--- src/rtl/dfmul_pkg.sv ---
// Shared definitions for the DFMUL mantissa multiplier: one-hot state encoding,
// default widths and working_key bit positions.
package dfmul_pkg;

    localparam int MANT_W_DEF = 53;
    localparam int KEY_W_DEF  = 32;
    localparam int CNT_W      = $clog2(MANT_W_DEF);

    localparam int KEY_SKIP = 0;
    localparam int KEY_EXIT = 1;
    localparam int KEY_BYP  = 2;

    localparam logic [3:0] ST_IDLE = 4'b0001;
    localparam logic [3:0] ST_ITER = 4'b0010;
    localparam logic [3:0] ST_DONE = 4'b0100;
    localparam logic [3:0] ST_ZERO = 4'b1000;

    typedef enum logic [3:0] {
        S_IDLE = ST_IDLE,
        S_ITER = ST_ITER,
        S_DONE = ST_DONE,
        S_ZERO = ST_ZERO
    } state_t;

endpackage

--- src/rtl/dfmul_shift_add_dp.sv ---
// Radix-2 shift-add datapath: multiplicand, multiplier, accumulator and step counter.
// acc_nxt exposes the value the accumulator takes on the coming edge.
module dfmul_shift_add_dp #(
    parameter int MANT_W = 53,
    parameter int CNT_BITS = 6
) (
    input  logic                  ap_clk,
    input  logic                  ap_rst_n,
    input  logic                  load_s,
    input  logic                  iter_s,
    input  logic                  zero_s,
    input  logic                  skip_s,
    input  logic [MANT_W-1:0]     a,
    input  logic [MANT_W-1:0]     b,
    output logic [2*MANT_W-1:0]   acc_s,
    output logic [2*MANT_W-1:0]   acc_nxt_s,
    output logic [CNT_BITS-1:0]   cnt_s
);

    logic [MANT_W-1:0]   mcand_r, mcand_nxt_s;
    logic [MANT_W-1:0]   mplier_r, mplier_nxt_s;
    logic [2*MANT_W-1:0] acc_r;
    logic [CNT_BITS-1:0] cnt_r, cnt_nxt_s;
    logic [2*MANT_W-1:0] pp_s;

    assign pp_s      = {{MANT_W{1'b0}}, mcand_r} << cnt_r;
    assign acc_s     = acc_r;
    assign cnt_s     = cnt_r;

    // Next-value selection for load, one shift-add step, zero early-out or hold
    always_comb begin
        mcand_nxt_s  = mcand_r;
        mplier_nxt_s = mplier_r;
        cnt_nxt_s    = cnt_r;
        acc_nxt_s    = acc_r;
        if (load_s) begin
            mcand_nxt_s  = a;
            mplier_nxt_s = b;
            cnt_nxt_s    = {CNT_BITS{1'b0}};
            acc_nxt_s    = {(2*MANT_W){1'b0}};
        end else if (iter_s) begin
            if (mplier_r[0] && !skip_s) begin
                acc_nxt_s = acc_r + pp_s;
            end else begin
                acc_nxt_s = acc_r;
            end
            mplier_nxt_s = mplier_r >> 1;
            cnt_nxt_s    = cnt_r + {{(CNT_BITS-1){1'b0}}, 1'b1};
        end else if (zero_s) begin
            acc_nxt_s = {(2*MANT_W){1'b0}};
        end else begin
            acc_nxt_s = acc_r;
        end
    end

    // Datapath registers
    always_ff @(posedge ap_clk or negedge ap_rst_n) begin
        if (!ap_rst_n) begin
            mcand_r  <= {MANT_W{1'b0}};
            mplier_r <= {MANT_W{1'b0}};
            cnt_r    <= {CNT_BITS{1'b0}};
            acc_r    <= {(2*MANT_W){1'b0}};
        end else begin
            mcand_r  <= mcand_nxt_s;
            mplier_r <= mplier_nxt_s;
            cnt_r    <= cnt_nxt_s;
            acc_r    <= acc_nxt_s;
        end
    end

endmodule

--- src/rtl/dfmul_mant_mul_hs.sv ---
// ap_ctrl_hs 53x53 mantissa multiplier (shift-add) with key-locked FSM.
// Locking transitions are compiled in only when DFMUL_MANT_KEY_LOCK_EN is defined.
module dfmul_mant_mul_hs
    import dfmul_pkg::*;
#(
    parameter int MANT_W = MANT_W_DEF,
    parameter int KEY_W  = KEY_W_DEF
) (
    input  logic                ap_clk,
    input  logic                ap_rst_n,
    input  logic                ap_start,
    output logic                ap_done,
    output logic                ap_idle,
    output logic                ap_ready,
    input  logic [MANT_W-1:0]   a,
    input  logic [MANT_W-1:0]   b,
    output logic [2*MANT_W-1:0] ap_return,
    input  logic [KEY_W-1:0]    working_key
);

    localparam int CNT_BITS = $clog2(MANT_W);

    state_t              state_r, state_nxt_s;
    logic                load_s, iter_s, zero_s, skip_s;
    logic                key_byp_s, key_exit_s, last_s;
    logic [2*MANT_W-1:0] acc_s, acc_nxt_s, ret_r;
    logic [CNT_BITS-1:0] cnt_s;

`ifdef DFMUL_MANT_KEY_LOCK_EN
    logic unused_key_s;
    assign key_byp_s    = working_key[KEY_BYP] && (a[1:0] == 2'b01);
    assign skip_s       = working_key[KEY_SKIP] && (cnt_s[1:0] == 2'b01);
    assign key_exit_s   = working_key[KEY_EXIT] && (cnt_s[3:2] == 2'b01);
    assign unused_key_s = ^working_key[KEY_W-1:3];
`else
    logic unused_key_s;
    assign key_byp_s    = 1'b0;
    assign skip_s       = 1'b0;
    assign key_exit_s   = 1'b0;
    assign unused_key_s = ^working_key;
`endif

    assign last_s = (cnt_s == CNT_BITS'(MANT_W - 1));

    dfmul_shift_add_dp #(
        .MANT_W   (MANT_W),
        .CNT_BITS (CNT_BITS)
    ) u_dp (
        .ap_clk    (ap_clk),
        .ap_rst_n  (ap_rst_n),
        .load_s    (load_s),
        .iter_s    (iter_s),
        .zero_s    (zero_s),
        .skip_s    (skip_s),
        .a         (a),
        .b         (b),
        .acc_s     (acc_s),
        .acc_nxt_s (acc_nxt_s),
        .cnt_s     (cnt_s)
    );

    // FSM state register
    always_ff @(posedge ap_clk or negedge ap_rst_n) begin
        if (!ap_rst_n) begin
            state_r <= S_IDLE;
        end else begin
            state_r <= state_nxt_s;
        end
    end

    // Next-state and datapath control decode
    always_comb begin
        state_nxt_s = state_r;
        load_s      = 1'b0;
        iter_s      = 1'b0;
        zero_s      = 1'b0;
        case (state_r)
            S_IDLE: begin
                if (ap_start) begin
                    load_s = 1'b1;
                    if (key_byp_s) begin
                        state_nxt_s = S_DONE;
                    end else if ((a == {MANT_W{1'b0}}) || (b == {MANT_W{1'b0}})) begin
                        state_nxt_s = S_ZERO;
                    end else begin
                        state_nxt_s = S_ITER;
                    end
                end else begin
                    state_nxt_s = S_IDLE;
                end
            end
            S_ITER: begin
                iter_s = 1'b1;
                if (last_s || key_exit_s) begin
                    state_nxt_s = S_DONE;
                end else begin
                    state_nxt_s = S_ITER;
                end
            end
            S_ZERO: begin
                zero_s      = 1'b1;
                state_nxt_s = S_DONE;
            end
            S_DONE: begin
                state_nxt_s = S_IDLE;
            end
            default: begin
                state_nxt_s = S_IDLE;
            end
        endcase
    end

    // Result register: captured on entry to S_DONE; the bypass path returns the stale acc
    always_ff @(posedge ap_clk or negedge ap_rst_n) begin
        if (!ap_rst_n) begin
            ret_r <= {(2*MANT_W){1'b0}};
        end else if (state_nxt_s == S_DONE) begin
            ret_r <= (state_r == S_IDLE) ? acc_s : acc_nxt_s;
        end else begin
            ret_r <= ret_r;
        end
    end

    assign ap_return = ret_r;
    assign ap_done   = (state_r == S_DONE);
    assign ap_ready  = ap_rst_n && (state_r == S_IDLE) && ap_start;
    assign ap_idle   = (state_r == S_IDLE) && !ap_start;

endmodule

--- config.mk ---
export PLATFORM = sky130hd
export DESIGN_NAME = dfmul_mant_mul_hs
export DESIGN_NICKNAME = d
export VERILOG_FILES = /design/src/rtl/dfmul_pkg.sv /design/src/rtl/dfmul_shift_add_dp.sv /design/src/rtl/dfmul_mant_mul_hs.sv
export SDC_FILE = /design/constraint.sdc
export NUM_CORES = 1
export LEC_CHECK = 0
export CAP_MARGIN = 20
export CORE_ASPECT_RATIO = 0.8
export CORE_MARGIN = 3
export CORE_UTILIZATION = 60
export CTS_BUF_LIST = sky130_fd_sc_hd__clkbuf_8
export DETAILED_ROUTE_END_ITERATION = 16
export HOLD_SLACK_MARGIN = 0.02
export PLACE_DENSITY = 0.83
export SYNTH_ARGS = -nofsm -noshare
export SYNTH_HDL_FRONTEND = slang
export SYNTH_SLANG_ARGS = --single-unit
--- constraint.sdc ---
create_clock -name ap_clk -period 15.3 [get_ports ap_clk]
set_input_delay 3.06 -clock ap_clk [delete_from_list [all_inputs] [get_ports ap_clk]]
set_output_delay 3.06 -clock ap_clk [all_outputs]
set_load 0.02 [all_outputs]
==> results.md <==
* Outcome: completed
* TNS Setup at 0 ns
* Post-synth EDFFs at 0
* Path category of the worst min-delay check: flop to flop
* Final Setup Violations at 0
* Initial DRC count at 4,574
* Chip width at 230.8 um
* Most common library cells after synthesis: 621 x nand2_1, 327 x dfrtp_1, 298 x nor2_1, 289 x o21ai_0, 228 x a21oi_1
* Crit-path slowest cell: clkdlybuf4s50_1
* Drt first pass iters at 9
* Crit Reg-Reg Endpoint: u_dp.acc_s[101]
* Pwr/cell area at 176.5 nW/um2
* Setup crit start: ap_start
* Cts repair resizes at 0
* CP Class: input pin to output pin
* Top cells by area, synth: dfrtp_1 34%, nand2_1 9.6%, o21ai_0 6.0%, ha_1 5.5%, mux2i_1 5.4%
* Via Count at 25,455
* Worst setup endpoint: ap_ready
* Power after layout at 4.876 mW
* First-pass GRT wire length at 141,400 um
* H-tree Lvls at 2
* Final hold vios at 0
* Synthesis-to-layout area growth at 13.87%
* Fillers at 2,995
* Critical path, cell by cell: clkdlybuf4s50_1 -> and3_1 -> clkdlybuf4s50_1
* CTS Buf Count at 50
* Clock Skews at 0.04502 ns
* Sink count of the clock tree at 328
* Cells on Worst Hold Path at 2
* Fin crit period at 7.553 ns
* Worst-path clk slew at 0.07 ns
* Layout cell share with drive strength beyond 1 at 0.06652
* Drt drc at 0
* Final Wtd Congestion at 1.039
* Post-DP HPWL at 69,220 um
* Root Buffer: clkbuf_8
* Post-Syn Area at 24,260 um2
* Pin count of the biggest net entering global routing at 140
* CP Capture Type: output pin
* WL final at 93,750 um
* R2R Setup Slk at 8.22 ns
* FF+latch count, synth at 328
* Cell taking the most area after synthesis: dfrtp_1
* Reg2reg start: u_dp.cnt_s[0]
* Vias in the first global route at 23,504
* Via density at 6.913
* CTS tree: done
* Die Area at 42,890 um2
* Unrepaired setup endpoints after global routing: no
* Routed Antenna Nets at 0
* GRT Overall Usage at 0.4293
* Max-Cap Viols at 0
* # IOs at 250
* Max clock buf depth at 3
* Crit path required time at 12.24 ns
* Top FF cell, synth: dfrtp_1
* Post-Syn Area per Cell at 8.035 um2
* Synthesized Nets at 3,268
* Synth unique cells at 87
* Crit path DAT at 4.49 ns
* Most frequent cell after synthesis: nand2_1
* # hold bufs at CTS at 0
* R2R depth at 17
* Die H at 185.8 um
* Syn. warnings at 0
* Hold_sp: ap_return[20]
* Leak Pwr at 11.84 nW
* Fin. max-slew vios at 0
* FP Rows at 65
* Peak VDD IR at 0.1725 mV
* Syn Inst Count at 3,019
* Initial core utilization at 0.6112
* Worst Max-Slew Pin Slew at 1.220 ns
* Register area share after synthesis at 0.3384
* Max FO, Critical Path at 4
* Postcts setup bufs at 0
* Clk_lat worst skew at 0.70 ns
* End-of-flow core utilization at 0.6960
* Final net count at 3,352
* Core area at 39,690 um2
* Post-synth ARST share at 1.000
* Grt total ovfl at 0
* Fmax at 0.1324 GHz
* Yosys top cell area share at 0.3373
* Routed WL per cell at 25.46 um
* CP Launch Type: input pin
* Period utilization at 0.4937
* Slowest stage delay, CP at 0.62 ns
* Input/output buffers at 217
* Most used cell, CP: clkdlybuf4s50_1
* Slew headroom at 0.1777
* Antenna violations before repair at 7
[routing by layer]
layer	vias to the layer above	GRT usage	part of all wire
met1	12074	0.6163	0.41
met5	-	0	0.00074
met4	10	0.1514	0.044
met3	357	0.1175	0.13
li1	11064	-	-
met2	1950	0.6268	0.41
[sequential cells by signal (all words and copies together) (netlist names)]
register / flops
u_dp.mplier_r: 53
u_dp.cnt_s: 6
state_r: 4
u_dp.mcand_r: 53
ap_return: 106
u_dp.acc_s: 106
[worst min-delay path by stage]
stage,slack (ns),to
global route,0.51,ap_return[20]
finish,0.48,ap_return[20]
global placement,0.46,ap_return[62]
detailed placement,0.47,ap_return[54]
floorplan,0.46,u_dp.mcand_r[51]
CTS,0.48,ap_return[54]
[worst max-delay path: cells and delay by family]
| family | cells | cell delay [ns] |
|---|---|---|
| buffers and inverters | 2 | 1.23 |
| and+or+nand+nor | 1 | 0.20 |
[layout by cell type (no fill, tap or decap), types with 37 or more instances in the layout]
cell	count
a21o_1	44
a21oi_1	227
a22oi_1	74
a31oi_1	43
clkbuf_8	67
clkdlybuf4s50_1	216
dfrtp_1	322
ha_1	107
inv_1	44
mux2i_1	130
mux4_2	41
nand2_1	618
nand4_1	71
nor2_1	297
o21ai_0	289
xnor2_1	53
xor2_1	37
[power breakdown]
| part | internal, mW | switching [mW] |
|---|---|---|
| clock network | 0.430 | 0.397 |
| registers | 1.07 | 0.242 |
| logic | 0.936 | 1.80 |
| total | 2.44 | 2.44 |
[cell families (layout without fill, tap and decap cells)]
kind of cell             count (synthesis)  after routing  share of synthesized area
AND/OR/NAND/NOR                       1180           1180                     0.2092
AO/OA/AOI/OAI                          882            882                     0.2227
flip-flops                             328            328                     0.3384
buffers and inverters                  238            361                    0.03889
multiplexers                           192            192                     0.1015
adder cells (fa/ha/maj)                108            108                    0.05601
XOR/XNOR                                91             91                    0.03342
other                                    0              4                          0
[layout make-up]
cell class	instances	area (um2)	area share
Antenna cell	4	10.01	0.0003624
Timing Repair Buffer	236	2340	0.08470
Tap cell	536	670.6	0.02428
Clock buffer	67	922.1	0.03338
Clock inverter	24	193.9	0.007021
Sequential cell	328	8218	0.2975
Multi-Input combinational cell	2453	15140	0.5481
Inverter	34	127.6	0.004620
[stage by stage]
step	instances	setup slack (ns)	hold WS, ns	area (um2)
after floorplan	3019	8.876	0.4614	24260
after detailed placement	3586	7.870	0.4690	26490
final	3682	7.747	0.4835	27620
after global routing	3679	7.758	0.5086	27620
after CTS	3677	7.785	0.4842	27610
after global placement	3585	7.914	0.4598	26480
Note: power is estimated with default switching activity, not from simulation.
